### src/rtl/seq_mult_pkg.sv
// seq_mult_pkg: shared FSM state encoding and counter sizing for seq_multiplier.
//   state_t   : IDLE / RUN / FINISH
//   cnt_width : bits needed to count 0..WIDTH
package seq_mult_pkg;

    typedef enum logic [1:0] {IDLE, RUN, FINISH} state_t;

    function automatic int cnt_width(input int w);
        return $clog2(w + 1);
    endfunction

endpackage

### src/rtl/seq_mult_dp.sv
// seq_mult_dp: shift-and-add datapath, one partial product per step.
//   clk, reset_n   : clock, asynchronous active-low reset
//   load           : capture mag_a and seed the accumulator with mag_b
//   step           : add mag_a to the upper half if acc[0], then shift right
//   mag_a, mag_b   : unsigned operand magnitudes (WIDTH bits)
//   prod           : low 2*WIDTH bits of the accumulator
module seq_mult_dp #(
    parameter int WIDTH = 8
) (
    input  logic               clk,
    input  logic               reset_n,
    input  logic               load,
    input  logic               step,
    input  logic [WIDTH-1:0]   mag_a,
    input  logic [WIDTH-1:0]   mag_b,
    output logic [2*WIDTH-1:0] prod
);

    logic [2*WIDTH:0] acc;
    logic [WIDTH-1:0] ma;
    logic [WIDTH:0]   sum;

    // Upper part stays below 2^WIDTH before each add, so WIDTH+1 bits never overflow.
    assign sum  = acc[2*WIDTH:WIDTH] + (acc[0] ? {1'b0, ma} : '0);
    assign prod = acc[2*WIDTH-1:0];

    always_ff @(posedge clk or negedge reset_n) begin
        if (!reset_n) begin
            acc <= '0;
            ma  <= '0;
        end else if (load) begin
            acc <= {{(WIDTH+1){1'b0}}, mag_b};
            ma  <= mag_a;
        end else if (step) begin
            acc <= {1'b0, sum, acc[WIDTH-1:1]};
        end
    end

endmodule

### src/rtl/seq_multiplier.sv
// seq_multiplier: fixed-latency sequential multiplier (WIDTH RUN cycles + FINISH).
//   clk, reset_n : clock, asynchronous active-low reset
//   start        : request, sampled in IDLE only
//   a, b         : operands (WIDTH bits)
//   is_signed    : two's-complement operands when SEQ_MULT_SIGNED_EN is defined,
//                  otherwise ignored
//   busy         : high in RUN and FINISH
//   done         : one-cycle pulse when product updates
//   product      : last completed result (2*WIDTH bits)
module seq_multiplier #(
    parameter int WIDTH = 8
) (
    input  logic               clk,
    input  logic               reset_n,
    input  logic               start,
    input  logic [WIDTH-1:0]   a,
    input  logic [WIDTH-1:0]   b,
    input  logic               is_signed,
    output logic               busy,
    output logic               done,
    output logic [2*WIDTH-1:0] product
);
    import seq_mult_pkg::*;

    localparam int CW = cnt_width(WIDTH);

    state_t               state, nxt;
    logic [CW-1:0]        cnt;
    logic                 neg, neg_in, load, step, last;
    logic [WIDTH-1:0]     mag_a, mag_b;
    logic [2*WIDTH-1:0]   dp_prod;

`ifdef SEQ_MULT_SIGNED_EN
    // -2^(WIDTH-1) negates to itself, which read unsigned is the correct magnitude.
    assign mag_a  = (is_signed && a[WIDTH-1]) ? -a : a;
    assign mag_b  = (is_signed && b[WIDTH-1]) ? -b : b;
    assign neg_in = is_signed && (a[WIDTH-1] ^ b[WIDTH-1]);
`else
    logic unused_is_signed;
    assign unused_is_signed = is_signed;
    assign mag_a  = a;
    assign mag_b  = b;
    assign neg_in = 1'b0;
`endif

    always_comb begin
        load = (state == IDLE) && start;
        step = (state == RUN);
        last = step && (cnt == CW'(WIDTH - 1));
        nxt  = load ? RUN : last ? FINISH : (state == FINISH) ? IDLE : state;
    end

    assign busy = (state != IDLE);

    always_ff @(posedge clk or negedge reset_n) begin
        if (!reset_n) begin
            state   <= IDLE;
            cnt     <= '0;
            neg     <= 1'b0;
            done    <= 1'b0;
            product <= '0;
        end else begin
            state <= nxt;
            done  <= (state == FINISH);
            if (load) begin
                cnt <= '0;
                neg <= neg_in;
            end else if (step) begin
                cnt <= cnt + 1'b1;
            end
            if (state == FINISH)
                product <= neg ? -dp_prod : dp_prod;
        end
    end

    seq_mult_dp #(.WIDTH(WIDTH)) u_dp (
        .clk     (clk),
        .reset_n (reset_n),
        .load    (load),
        .step    (step),
        .mag_a   (mag_a),
        .mag_b   (mag_b),
        .prod    (dp_prod)
    );

endmodule

### config.mk
export PLATFORM = sky130hd
export DESIGN_NAME = seq_multiplier
export DESIGN_NICKNAME = d
export VERILOG_FILES = /design/src/rtl/seq_mult_pkg.sv /design/src/rtl/seq_mult_dp.sv /design/src/rtl/seq_multiplier.sv
export SDC_FILE = /design/constraint.sdc
export NUM_CORES = 1
export LEC_CHECK = 0
export ABC_AREA = 1
export BUFFER_PORTS_ARGS = -buffer_cell sky130_fd_sc_hd__clkbuf_2
export CAP_MARGIN = 20
export CELL_PAD_IN_SITES_DETAIL_PLACEMENT = 1
export CELL_PAD_IN_SITES_GLOBAL_PLACEMENT = 1
export CORE_AREA = 2 2 81 83
export CTS_BUF_LIST = sky130_fd_sc_hd__clkbuf_4 sky130_fd_sc_hd__clkbuf_8
export DETAILED_ROUTE_END_ITERATION = 12
export DIE_AREA = 0 0 83 85
export HOLD_SLACK_MARGIN = 0.03
export PLACE_DENSITY_LB_ADDON = 0.1
export SLEW_MARGIN = 5
export SYNTH_ARGS = -nofsm -noshare
export SYNTH_HDL_FRONTEND = slang
export SYNTH_SLANG_ARGS = --single-unit
### constraint.sdc
create_clock -name clk -period 1.9 [get_ports clk]
set_clock_uncertainty 0.15 [all_clocks]
set_input_delay 0.095 -clock clk [delete_from_list [all_inputs] [get_ports clk]]
set_output_delay 0.095 -clock clk [all_outputs]
set_load 0.005 [all_outputs]
==> qor.csv, run 1 <==
stage,metric,value,unit
run_status,outcome,"finished, final reports clean",
logic_synthesis,synth_area,2370,µm²
cells_and_area,final_common_cell,nand2_1,
sta,max_freq,0.559,GHz
global_routing,grt_max_degree,28,
logic_synthesis,yosys.area_share.simple,0.227,
worst_setup_path,start_kind,flip-flop,
logic_synthesis,yosys.area.top_type_share,0.495,
sta,finalCritPeriodShare,0.941,
floorplanning,initial_core_util,0.383,
global_routing,grt_antenna_before_repair,0,
cts,numCtsBuffers,5,
logic_synthesis,yosys_warnings,0,
cells_and_area,drive_above_1_share,0.264,
worst_setup_path,worstRegToRegCells,9,
logic_synthesis,syn_avg_cell_area,8.83,µm²
logic_synthesis,synth-async-reset-ratio,1.00,
logic_synthesis,synth_edf_count,0,
route,first_iter_violations,51,
place,placed_cell_area,2610,µm²
place,portBuffers,36,
floorplanning,die_y,85,µm
logic_synthesis,synth-xor-area-share,0,
power_and_ir_drop,power.density,1540,nW/µm²
global_routing,grt_pass1_vias,1953,
cts,cts.sinks,47,
worst_setup_path,r2r-start,u_dp.ma[0],
logic_synthesis,synth_top_family_by_area,simple AND/OR/NAND/NOR gates,
sta,period_needed,1.79,ns
sta,rsz0062_at_grt,false,
worst_setup_path,cp-end-kind,flip-flop,
logic_synthesis,synth-seq-cells,47,
route,drt-pass1-iter-count,4,
place,hpwl,3880,µm
floorplanning,ioPinCount,38,
logic_synthesis,synth_compound_area_frac,0.128,
cts,clockRootBuffer,clkbuf_8,
power_and_ir_drop,p_seq_frac,0.383,
floorplanning,fp.dieArea,7060,µm²
logic_synthesis,muxShareOfSynthArea,0,
route,via_per_inst,4.66,
route,drc,0,
sta,tns,0,ns
place,place.gp.congestion,0.772,
worst_setup_path,cp.arrival,1.87,ns
logic_synthesis,syn_nets,299,
cells_and_area,nNetsFinal,359,
cells_and_area,n_antenna_cell,0,
sta,hold_violations,0,
global_routing,grt-ovfl-total,0,
route,drtAntennaViolNets,0,
global_routing,grt_pass1_wl,9030,µm
logic_synthesis,synthCells,269,
global_routing,grt_use_total,0.159,
power_and_ir_drop,clkPwrFrac,0.134,
cts,cts_tree,yes,
power_and_ir_drop,swShare,0.419,
sta,setup_viol,0,
worst_setup_path,cp.required,1.98,ns
logic_synthesis,synth_adder_area_share,0.0558,
logic_synthesis,synth-seq-area-share,0.495,
sta,maxSlewHeadroom,0.701,
power_and_ir_drop,leakage,0.00161,µW
cells_and_area,layout_common_cells,"nand2_1 (103), dfrtp_1 (47), clkbuf_2 (36)",
cts,clk_path_buf_depth,2,
worst_setup_path,slowest_stage,dfrtp_1,
worst_setup_path,cp_max_fo,3,
sta,drv_slew,0,
worst_setup_path,timing.rr.end,u_dp.acc[11],
cts,clk_pin_slew,0.09,ns
power_and_ir_drop,total_power,4560,µW
worst_setup_path,cp_top_family,adder cells,
cells_and_area,area_growth_syn_to_layout,24.8,%
power_and_ir_drop,power_switching,1910,µW
cts,htree_levels,2,
power_and_ir_drop,peakVddDrop,0.774,mV
worst_setup_path,critical-path-max-stage-delay,0.41,ns
min_path,hp-class,primary input to async pin,
route,wire_per_inst,13.2,µm
cells_and_area,stdcell_area,2960,µm²
worst_setup_path,crit_path_frequent_cell,nand2_1,
route,wirelength,5370,µm
floorplanning,placementRows,29,
worst_setup_path,cp.buffers_inverters,1,
worst_setup_path,crit_chain,"nand2_1, inv_1, ha_1, fa_2, nand2_1, nand3_1, nand2_1, nand2_1, o21ai_0",
logic_synthesis,ys.flop_type,dfrtp_1,
floorplanning,core_area,6200,µm²
sta,worstMarginPinSlew,0.449,ns
worst_setup_path,worstSetupPathType,flip-flop to flip-flop,
floorplanning,die_w,83,µm
power_and_ir_drop,combPwrFrac,0.483,
route,route.vias.total,1898,
logic_synthesis,synth_cell_type_count,29,
power_and_ir_drop,p_int,2650,µW
worst_setup_path,rrSetupSlack,0.11,ns
logic_synthesis,synth_top_area_cell,dfrtp_1,
job,drv_cap,0,
cts,insertion_delay,0.30,ns
logic_synthesis,ys_top_cells_by_area,"dfrtp_1 (50%), nand2_1 (16%), inv_1 (5.4%)",
==> sequential cells by signal (all words and copies together), names as in the netlist <==
register / count
product: 16
u_dp.acc: 16
u_dp.ma: 8
cnt: 4
state: 2
done: 1
==> worst max path at each step <==
stage                     slack, ns            to  depth (start not counted)   startpoint
after floorplan                0.05  u_dp.acc[15]                         11  u_dp.acc[0]
after detailed placement       0.04  u_dp.acc[15]                         10   u_dp.ma[0]
after CTS                      0.03  u_dp.acc[15]                         10   u_dp.ma[0]
after global placement         0.07  u_dp.acc[15]                         10   u_dp.ma[0]
final                          0.11  u_dp.acc[11]                          9   u_dp.ma[0]
after global routing           0.02  u_dp.acc[11]                          9   u_dp.ma[0]
==> cell type report <==
| type | instances | area [µm²] |
|---|---|---|
| Clock buffer | 6 | 76.3 |
| Clock inverter | 2 | 12.5 |
| Fill cell | 749 | 3240 |
| Inverter | 38 | 148 |
| Multi-Input combinational cell | 177 | 1050 |
| Sequential cell | 47 | 1180 |
| Tap cell | 77 | 96.3 |
| Timing Repair Buffer | 60 | 405 |
==> worst register-to-register path, stage by stage (launching register included) <==
cell     delay (ns)
dfrtp_1        0.41
nand2_1        0.07
inv_1          0.04
ha_1           0.21
fa_2           0.40
nand2_1        0.10
nand3_1        0.10
nand2_1        0.07
nand2_1        0.04
o21ai_0        0.14
==> per-layer routing <==
metal,GRT usage,wire [µm]
met2,0.268,2650
met1,0.206,2500
met3,0.0321,136
met5,0,0
met4,0.0537,80
==> synthesized netlist by cell type (2+ instances only) <==
cell type / n
nand2_4: 4
o21ai_0: 3
a21oi_1: 4
nor2_1: 6
nand2_1: 103
nand4_1: 2
a22oi_1: 6
o21ai_1: 6
o21ai_2: 13
buf_6: 4
inv_1: 34
inv_2: 2
o22ai_2: 2
ha_1: 9
nand3_1: 10
inv_4: 2
dfrtp_1: 47
==> timing repair <==
item                                    4_1_cts  5_1_grt
endpoints found under the hold margin        64        0
endpoints found under the setup margin        0        5
buffers inserted                              0        2
hold buffers                                 18        0
resized for setup                             0       10
==> power groups by stage <==
stage                     clock [µW]  sequential, µW  combinational (µW)
final                            610            1750                2200
after global routing             681            1810                2510
after CTS                        640            1730                2090
after detailed placement           0            1750                2060
after global placement             0            1720                1990
after floorplan                    0            1690                1600
==> per-stage QoR <==
stage | cells | setup WS, ns | util | hold WS (ns)
after floorplan | 269 | 0.0480 | - | -0.351
after global placement | 379 | 0.0730 | 0.420 | -0.0879
after detailed placement | 379 | 0.0446 | 0.420 | -0.0940
after CTS | 405 | 0.0278 | 0.463 | 0.116
after global routing | 407 | 0.0182 | 0.478 | 0.136
final | 407 | 0.111 | 0.478 | 0.110
==> logic make-up (layout without fill, tap and decap cells) <==
family | Yosys count | count (layout)
and+or+nand+nor | 128 | 128
DFF | 47 | 47
buffers and inverters | 45 | 106
AOI/OAI and AO/OA | 39 | 39
adders and majority gates | 10 | 10
No activity file was read; power rests on OpenSTA's default activity.
==> inputs of run 2 (changes only) <==
- ABC_AREA: 1 -> not set
- CORE_AREA: 2 2 81 83 -> 2 2 78 80
- DIE_AREA: 0 0 83 85 -> 0 0 80 82
==> qor.csv, run 2 <==
stage,metric,value,unit
run_status,outcome,"finished, violations left",
run_status,violations,negative setup slack,
route,drc,0,
cts,cts_tree,yes,
cells_and_area,drive_above_1_share,0.412,
logic_synthesis,yosys.area.top_type_share,0.522,
logic_synthesis,synth_top_family_by_area,multiplexers,
route,drt-pass1-iter-count,4,
route,wirelength,5510,µm
cells_and_area,layout_common_cells,"dfrtp_1 (46), clkbuf_2 (36), mux2_2 (23)",
sta,finalCritPeriodShare,1.04,
cells_and_area,fin_util,0.517,
sta,setup_viol,4,
worst_setup_path,cp.arrival,2.01,ns
logic_synthesis,yosys.area_share.simple,0.111,
route,via_per_inst,5.01,
logic_synthesis,synth-seq-cells,47,
global_routing,grt-ovfl-total,0,
logic_synthesis,ys.flop_type,dfrtp_1,
logic_synthesis,synth_most_common_cell,dfrtp_1,
power_and_ir_drop,leakage,0.00140,µW
place,post-place-ws,-0.191,ns
logic_synthesis,syn_avg_cell_area,11.6,µm²
cells_and_area,area_growth_syn_to_layout,31.8,%
cts,htree_levels,2,
sta,worstMarginPinSlew,0.674,ns
job,drv_cap,0,
cells_and_area,n_fill_cell,632,
cts,numCtsBuffers,5,
logic_synthesis,synth_area,2250,µm²
global_routing,grt_max_degree,18,
worst_setup_path,cp-end-kind,flip-flop,
cells_and_area,final_common_cell,dfrtp_1,
cts,clk_pin_slew,0.09,ns
route,route.vias.total,1715,
worst_setup_path,cp_max_fo,7,
logic_synthesis,synth_top_area_cell,dfrtp_1,
logic_synthesis,synth-seq-area-share,0.522,
cells_and_area,final-seq-area,1180,µm²
global_routing,grt_pass1_vias,1820,
route,first_iter_violations,32,
logic_synthesis,synth_compound_area_frac,0.117,
place,place.gp.congestion,0.852,
sta,period_needed,1.98,ns
floorplanning,ioPinCount,38,
logic_synthesis,synth-xor-area-share,0.0156,
power_and_ir_drop,power.density,1470,nW/µm²
floorplanning,fp.dieArea,6560,µm²
cts,insertion_delay,0.30,ns
floorplanning,placementRows,28,
floorplanning,core_area,5750,µm²
route,drtAntennaViolNets,0,
sta,maxSlewHeadroom,0.550,
cells_and_area,multi_input_area,1070,µm²
worst_setup_path,cp.required,1.94,ns
logic_synthesis,syn_nets,224,
place,placed_cell_area,2620,µm²
logic_synthesis,ys_top_cells_by_area,"dfrtp_1 (52%), mux2_2 (12%), ha_1 (5.0%)",
route,wire_per_inst,16.1,µm
floorplanning,initial_core_util,0.392,
global_routing,grt_antenna_before_repair,0,
worst_setup_path,start_kind,flip-flop,
cells_and_area,final_cell_count_no_fill,342,
logic_synthesis,synth_edf_count,0,
logic_synthesis,synth-async-reset-ratio,1.00,
cts,clockRootBuffer,clkbuf_8,
floorplanning,die_y,82,µm
sta,drv_slew,0,
sta,hold_violations,0,
logic_synthesis,muxShareOfSynthArea,0.140,
worst_setup_path,worstSetupPathType,flip-flop to flip-flop,
cts,cts.sinks,47,
cells_and_area,largestRegisters,"product (16), u_dp.acc (16), u_dp.ma (8)",
logic_synthesis,synth_cell_type_count,35,
logic_synthesis,synthTopCellsByCount,"dfrtp_1 (47), mux2_2 (24), nand2_1 (21), o21ai_0 (16)",
logic_synthesis,synth_adder_area_share,0.0589,
global_routing,grt_pass1_wl,9210,µm
sta,hold_slack,0.104,ns
global_routing,grt_use_total,0.187,
sta,max_freq,0.505,GHz
cells_and_area,stdcell_area,2970,µm²
place,hpwl,4070,µm
cts,clk_path_buf_depth,2,
floorplanning,die_w,80,µm
sta,rsz0062_at_grt,true,
cells_and_area,nNetsFinal,296,
logic_synthesis,synthCells,194,
logic_synthesis,yosys_warnings,0,
cells_and_area,n_antenna_cell,0,
min_path,hp-class,primary input to async pin,
power_and_ir_drop,peakVddDrop,0.534,mV
place,dp.cells,314,
sta,fin_ws,-0.0784,ns
place,portBuffers,36,
[run 2: timing repair]
item                       in CTS  in global routing
pin swaps                       6                  4
hold endpoints to repair       64                  0
resized for setup              14                  1
setup endpoints to repair       7                  6
hold buffers                   18                  0
setup buffers                   2                  0
[run 2: cell type report]
cell class	count	area share
repair buffers	76	0.177
multi-input cells	133	0.361
clock buffers	6	0.0257
inverters	3	0.00379
clock inverters	2	0.00421
well taps	75	0.0316
flip-flops and latches	47	0.397
[run 2: logic make-up (layout without fill, tap and decap cells)]
logic type | Yosys count | count (layout)
AOI/OAI and AO/OA | 42 | 42
adders and majority gates | 10 | 10
muxes | 27 | 27
DFF | 47 | 47
and+or+nand+nor | 50 | 50
xor gates and xnor gates | 4 | 4
buffers and inverters | 14 | 87
[run 2: power by group]
part,leakage [µW],switching (µW),internal [µW]
sequential,0.000598,324,1410
combinational,0.000754,951,1070
clock,0.0000446,337,272
[run 2: worst paths after layout]
kind,start,endpoint,slack (ns),cells after the start
max in group asynchronous,reset_n,product[5],0.91,3
worst max-delay path,u_dp.acc[0],u_dp.acc[13],-0.08,7
worst min-delay path,reset_n,cnt[1],0.10,2
worst max register to register,u_dp.acc[0],u_dp.acc[13],-0.08,7
min in group clk,product[8],product[8],0.36,1
worst min register to register,product[8],product[8],0.36,1
[run 2: metrics by stage]
stage / total power, µW / TNS, ns
after floorplan: 2870 / -0.0434
final: 4370 / -0.221
after global routing: 4740 / -0.719
after global placement: 3500 / -0.258
after CTS: 4410 / -0.173
after detailed placement: 3630 / -0.807
[run 2: metal layers]
layer	routed length, µm	share of wire	GRT usage
met1	2540	0.46	0.251
met2	2700	0.49	0.309
met3	204	0.037	0.0341
met4	65	0.012	0.0559
met5	0	0	0
[run 2: critical path: stages (launching register included)]
cell,delay [ns]
dfrtp_2,0.46
and2_4,0.16
ha_4,0.16
fa_2,0.35
a21oi_2,0.17
o211ai_1,0.14
xnor2_1,0.18
o22ai_1,0.09
